<file path="src/rtl/morph_pkg.sv">
// Shared constants and types for the binary 3x3 morphological filter.
package morph_pkg;

  localparam logic MODE_ERODE  = 1'b0;
  localparam logic MODE_DILATE = 1'b1;

  localparam int DEF_WIDTH     = 640;
  localparam int DEF_HEIGHT    = 480;
  localparam int DEF_COL_WIDTH = 10;
  localparam int DEF_ROW_WIDTH = 9;

  typedef enum logic {
    ST_IDLE  = 1'b0,
    ST_ARMED = 1'b1
  } arm_state_e;

endpackage

</file>
<file path="src/rtl/line_buffer.sv">
// One-line delay for a 1-bit stream: registered read, write every clock.
module line_buffer #(
  parameter int DEPTH  = 640,
  parameter int ADDR_W = 10
) (
  input  logic              clk,
  input  logic [ADDR_W-1:0] wr_addr,
  input  logic              wr_data,
  input  logic [ADDR_W-1:0] rd_addr,
  output logic              rd_data
);

  logic mem [DEPTH];

  // Read returns the value stored before this edge's write (previous line).
  always_ff @(posedge clk) begin
    mem[wr_addr] <= wr_data;
    rd_data      <= mem[rd_addr];
  end

endmodule

</file>
<file path="src/rtl/window_3x3.sv">
// Three 3-bit row shift registers forming the 3x3 neighbourhood; shifts only when en.
module window_3x3 (
  input  logic       clk,
  input  logic       reset,
  input  logic       en,
  input  logic       top,
  input  logic       mid,
  input  logic       bot,
  output logic [8:0] win
);

  logic [2:0] sr_top;
  logic [2:0] sr_mid;
  logic [2:0] sr_bot;

  always_ff @(posedge clk) begin
    if (reset) begin
      sr_top <= '0;
      sr_mid <= '0;
      sr_bot <= '0;
    end else if (en) begin
      sr_top <= {sr_top[1:0], top};
      sr_mid <= {sr_mid[1:0], mid};
      sr_bot <= {sr_bot[1:0], bot};
    end
  end

  assign win = {sr_top, sr_mid, sr_bot};

endmodule

</file>
<file path="src/rtl/morph_filter_3x3.sv">
// Binary 3x3 erode/dilate on the colour mask; emits centre (r-1,c-1) for input (r,c), 3 cycles later.
module morph_filter_3x3
  import morph_pkg::*;
#(
  parameter int WIDTH     = DEF_WIDTH,
  parameter int HEIGHT    = DEF_HEIGHT,
  parameter int COL_WIDTH = DEF_COL_WIDTH,
  parameter int ROW_WIDTH = DEF_ROW_WIDTH
) (
  input  logic                 clk,
  input  logic                 reset,
  input  logic                 pix_valid,
  input  logic [COL_WIDTH-1:0] col,
  input  logic [ROW_WIDTH-1:0] row,
  input  logic                 mask_in,
  input  logic                 mode,
  output logic                 mask_out,
  output logic [COL_WIDTH-1:0] col_out,
  output logic [ROW_WIDTH-1:0] row_out,
  output logic                 valid_out
);

  localparam logic [ROW_WIDTH-1:0] LAST_ROW = ROW_WIDTH'(HEIGHT - 1);
  localparam logic [ROW_WIDTH-1:0] ROW_ONE  = ROW_WIDTH'(1);
  localparam logic [COL_WIDTH-1:0] COL_ONE  = COL_WIDTH'(1);

  arm_state_e state, state_next;
  logic mode_q;
  logic frame_start;
  logic emit;

  logic                 vld_p0, emit_p0, mask_p0, mode_p0, border_p0;
  logic [COL_WIDTH-1:0] col_p0;
  logic [ROW_WIDTH-1:0] row_p0;
  logic                 mid_p0, top_p0;
  logic                 mid_wr;
  logic [COL_WIDTH-1:0] col_wr;

  logic                 vld_p1, emit_p1, mode_p1, border_p1;
  logic [COL_WIDTH-1:0] col_p1;
  logic [ROW_WIDTH-1:0] row_p1;
  logic [8:0]           win_p1;

  function automatic logic reduce_win(input logic [8:0] w, input logic m);
    logic r;
    case (m)
      MODE_ERODE:  r = &w;
      MODE_DILATE: r = |w;
      default:     r = 1'b0;
    endcase
    return r;
  endfunction

  assign frame_start = pix_valid && (row == '0) && (col == '0);
  assign emit = pix_valid && (state == ST_ARMED) && (row != '0) && (col != '0)
                && (row <= LAST_ROW);

  always_ff @(posedge clk) begin
    if (reset) state <= ST_IDLE;
    else       state <= state_next;
  end

  always_comb begin
    state_next = state;
    if (state == ST_IDLE && frame_start) state_next = ST_ARMED;
  end

  always_ff @(posedge clk) begin
    if (reset)            mode_q <= MODE_ERODE;
    else if (frame_start) mode_q <= mode;
  end

  // Stage p0: input capture; line buffers are read with the live column
  always_ff @(posedge clk) begin
    if (reset) begin
      vld_p0  <= 1'b0;
      emit_p0 <= 1'b0;
    end else begin
      vld_p0  <= pix_valid;
      emit_p0 <= emit;
    end
  end

  always_ff @(posedge clk) begin
    if (pix_valid && !reset) begin
      mask_p0   <= mask_in;
      col_p0    <= col;
      row_p0    <= row;
      mode_p0   <= mode_q;
      border_p0 <= (row == ROW_ONE) || (col == COL_ONE);
    end
  end

  line_buffer #(.DEPTH(WIDTH), .ADDR_W(COL_WIDTH)) u_lb_mid (
    .clk     (clk),
    .wr_addr (col_p0),
    .wr_data (mask_p0),
    .rd_addr (col),
    .rd_data (mid_p0)
  );

  // Second line is fed from a held copy of the first buffer's aligned output
  always_ff @(posedge clk) begin
    if (vld_p0) begin
      mid_wr <= mid_p0;
      col_wr <= col_p0;
    end
  end

  line_buffer #(.DEPTH(WIDTH), .ADDR_W(COL_WIDTH)) u_lb_top (
    .clk     (clk),
    .wr_addr (col_wr),
    .wr_data (mid_wr),
    .rd_addr (col),
    .rd_data (top_p0)
  );

  // Stage p1: neighbourhood window
  window_3x3 u_win (
    .clk   (clk),
    .reset (reset),
    .en    (vld_p0),
    .top   (top_p0),
    .mid   (mid_p0),
    .bot   (mask_p0),
    .win   (win_p1)
  );

  always_ff @(posedge clk) begin
    if (reset) begin
      vld_p1  <= 1'b0;
      emit_p1 <= 1'b0;
    end else begin
      vld_p1  <= vld_p0;
      emit_p1 <= emit_p0;
    end
  end

  always_ff @(posedge clk) begin
    col_p1    <= col_p0;
    row_p1    <= row_p0;
    mode_p1   <= mode_p0;
    border_p1 <= border_p0;
  end

  // Output stage: reduction, border zeroing, centre coordinates
  always_ff @(posedge clk) begin
    if (reset) begin
      valid_out <= 1'b0;
      mask_out  <= 1'b0;
      col_out   <= '0;
      row_out   <= '0;
    end else begin
      valid_out <= vld_p1 && emit_p1;
      if (vld_p1 && emit_p1) begin
        mask_out <= border_p1 ? 1'b0 : reduce_win(win_p1, mode_p1);
        col_out  <= col_p1 - COL_ONE;
        row_out  <= row_p1 - ROW_ONE;
      end
    end
  end

endmodule
</file>
<file path="config.mk">
export PLATFORM = sky130hd
export DESIGN_NAME = morph_filter_3x3
export DESIGN_NICKNAME = d
export VERILOG_FILES = /design/src/rtl/morph_pkg.sv /design/src/rtl/line_buffer.sv /design/src/rtl/window_3x3.sv /design/src/rtl/morph_filter_3x3.sv
export SDC_FILE = /design/constraint.sdc
export NUM_CORES = 2
export LEC_CHECK = 0
export CORE_ASPECT_RATIO = 0.6
export CORE_UTILIZATION = 50
export CTS_CLUSTER_SIZE = 20
export DETAILED_ROUTE_END_ITERATION = 16
export PLACE_DENSITY = 0.65
export SLEW_MARGIN = 20
export SYNTH_ARGS = -nofsm -noshare
export SYNTH_HDL_FRONTEND = slang
export SYNTH_SLANG_ARGS = --single-unit
</file>
<file path="constraint.sdc">
create_clock -name clk -period 12.4 [get_ports clk]
set_clock_uncertainty 0.1 [all_clocks]
set_input_delay 2.48 -clock clk [delete_from_list [all_inputs] [get_ports clk]]
set_output_delay 2.48 -clock clk [all_outputs]
set_load 0.05 [all_outputs]
</file>
==> results.yml <==
global_route:
  grt_max_degree: 295
  antenna_found_initial: 2
  grt_pass1_vias: 32900
  grt_pass1_wl_um: 232000
  overflow: 0
  grt.total_usage_pct: 27.2
timing:
  layout_setup_ws_ns: 6.48
  fin_crit_ns: 5.92
  setup_viol: 0
  period_share_pct: 47.7
  tns_ns: 0
  slew_viol_final: 0
  hold_violations: 0
  worstMarginPinSlew_ns: 1.14
  fmaxAchievable_mhz: 169
  rsz0062_at_grt: "no"
  maxSlewHeadroom_pct: 24.2
cts:
  hold_buffers: 0
  cts_max_path_buffers: 3
  clockRootBuffer: "clkbuf_16"
  numCtsBuffers: 120
  post_cts_buffers: 0
  clk_latency_ns: 0.75
  cts_sinks: 1372
  post_cts_resize_count: 0
  clk_pin_slew_ns: 0.07
  h-tree-depth: 3
  cts_tree: "yes"
synth:
  yosys.area.top_type_share_pct: 67.3
  syn-cell-area_um2: 58600
  synthTopCellsByArea: "edfxtp_1 67%, mux4_2 11%, nor2_1 8.7%"
  synth-async-reset-ratio_pct: 0
  synth.avg_cell_area_um2: 14.5
  synth_nets: 4060
  synth_cells: 4034
  yosys_warnings: 0
  synth_seq_cells: 1372
  synth_most_common_cell: "nor2_1"
  synth_seq_area_share_pct: 69.3
  synth_common_cells: "1361 x nor2_1, 1313 x edfxtp_1, 297 x mux4_2"
  synth_edf_count: 1313
  ys.flop_type: "edfxtp_1"
  synth_largest_area_cell: "edfxtp_1"
  synth.distinct_cells: 64
floorplan:
  die_area_um2: 119000
  die_h_um: 267
  start_util_pct: 50.9
  die_x_um: 444
  ios: 45
  num_rows: 96
  coreArea_um2: 115000
detailed_routing:
  drt_iter0_markers: 5642
  finalWirelength_um: 161000
  vias: 35300
  detail-route-antenna-nets: 0
  drc: 0
  drt_first_pass_iters: 6
  vias_per_cell: 6.35
  avgRoutedWirePerCell_um: 29.0
finish:
  design_area_um2: 64000
  area_growth_pct: 9.26
  drive_above_1_share_pct: 16.3
  nets: 3958
  fin_util_pct: 55.6
placed_design:
  port_buffers: 44
  postPlaceCellArea_um2: 60200
  place.gp.congestion: 0.853
  hpwl_um: 92900
  place_ws_ns: 5.65
critical_path:
  critPathMaxFanout: 94
  crit_required_ns: 12.93
  critical_path_class: "in -> reg"
  worstSetupStartpointType: "input port"
  crit_arrival_ns: 6.45
  cp-end-kind: "register"
pwr:
  power_density_nw_per_um2: 147
  p_sw_share_pct: 22.5
  power.switching_uw: 2120
  p_int_uw: 7280
  clkPwrFrac_pct: 39.6
  ir_drop_mv: 0.130
  p_leak_uw: 0.0190
  seqPwrFrac_pct: 54.6
  pwr-share-comb_pct: 5.8
  total_power_uw: 9400
outcome:
  status: "complete, no violations"
hold_path:
  hp-class: "reg -> reg"
job:
  cap_violations: 0
cell families after synthesis:
logic type | share of synthesized area (%)
mux | 14.0
compound gates | 2.26
simple gates | 11.1
fa+ha+maj | 0.0427
flops | 69.3
buf+inv | 3.11
xor+xnor | 0.164
per-layer routing:
layer	vias to the layer above	track usage, %	share of wire, %
met4	0	6.63	2.1
met2	2133	36.8	41
met5	-	0	0
met3	220	7.09	13
met1	18300	43.7	44
li1	14600	-	-
per-stage QoR:
step / instances / hold WS [ns]
detailed placement: 5328 / 0.227
finish: 5554 / 0.238
CTS: 5551 / 0.239
floorplan: 4034 / 0.223
global placement: 5328 / 0.224
global route: 5552 / 0.243
layout make-up:
type | count | area [um2]
diodes | 2 | 5.00
well taps | 1519 | 1900
inverters | 12 | 47.5
repair buffers | 155 | 1390
fillers | 9162 | 51200
multi-input cells | 2271 | 16300
clock buffers | 156 | 3250
flip-flops and latches | 1372 | 40600
clock inverters | 67 | 549
registers in the layout, summed over array words and instances, names as in the netlist, 3 cells and up:
signal / count
row_p1: 9
col_out: 10
u_lb_top.mem: 640
col_p1: 10
row_p0: 9
col_p0: 10
col_wr: 10
u_win.sr_mid: 3
u_win.sr_top: 3
u_lb_mid.mem: 640
row_out: 9
u_win.sr_bot: 3
power groups by stage:
stage	logic [uW]	registers (uW)	clock network, uW
3_5_place_dp	533	5230	0
2_1_floorplan	302	5310	0
3_3_place_gp	532	5230	0
4_1_cts	535	5130	3760
6_report	546	5130	3720
5_1_grt	570	5130	3920
critical path: stages:
cell,delay (ns)
buf_8,0.30
buf_12,0.54
buf_12,0.48
buf_4,0.67
mux4_2,0.41
mux2i_1,0.15
nor2_1,0.06
o31ai_1,0.57
o2111ai_1,0.25
a31oi_1,0.21
nand4_1,0.12
worst paths after layout:
kind	startpoint	to	slack [ns]	cells past startpoint
setup reg to reg	mask_p0$_DFFE_PP_	u_lb_mid.mem[639]$_DFFE_PP_	9.02	3
setup / recovery	col[1]	u_lb_top.rd_data$_DFF_P_	6.48	11
hold / removal	row_p0[8]$_DFFE_PP_	row_p1[8]$_DFF_P_	0.24	0
hold reg to reg	row_p0[8]$_DFFE_PP_	row_p1[8]$_DFF_P_	0.24	0
cells in the final DEF (no fill, tap or decap), types with 10 or more instances in the layout:
cell type	Yosys	final
nor2_1	1361	1360
edfxtp_1	1313	1313
mux4_2	297	297
clkbuf_16	0	122
nand2_1	134	104
buf_4	23	102
mux2i_1	97	97
dfxtp_1	59	58
clkdlybuf4s50_1	0	39
a22oi_1	32	32
nand2_2	0	30
nand3_1	30	29
nor3_1	28	28
clkbuf_1	276	27
o22ai_1	26	26
a211oi_1	26	26
clkinv_2	0	25
mux2_2	23	23
o21ai_0	23	23
nor2b_1	25	22
clkinv_1	0	22
a21oi_1	17	17
nor3b_1	15	15
mux4_1	11	11
inv_1	11	10
o221ai_1	10	10
(Power assumes the default switching activity.)
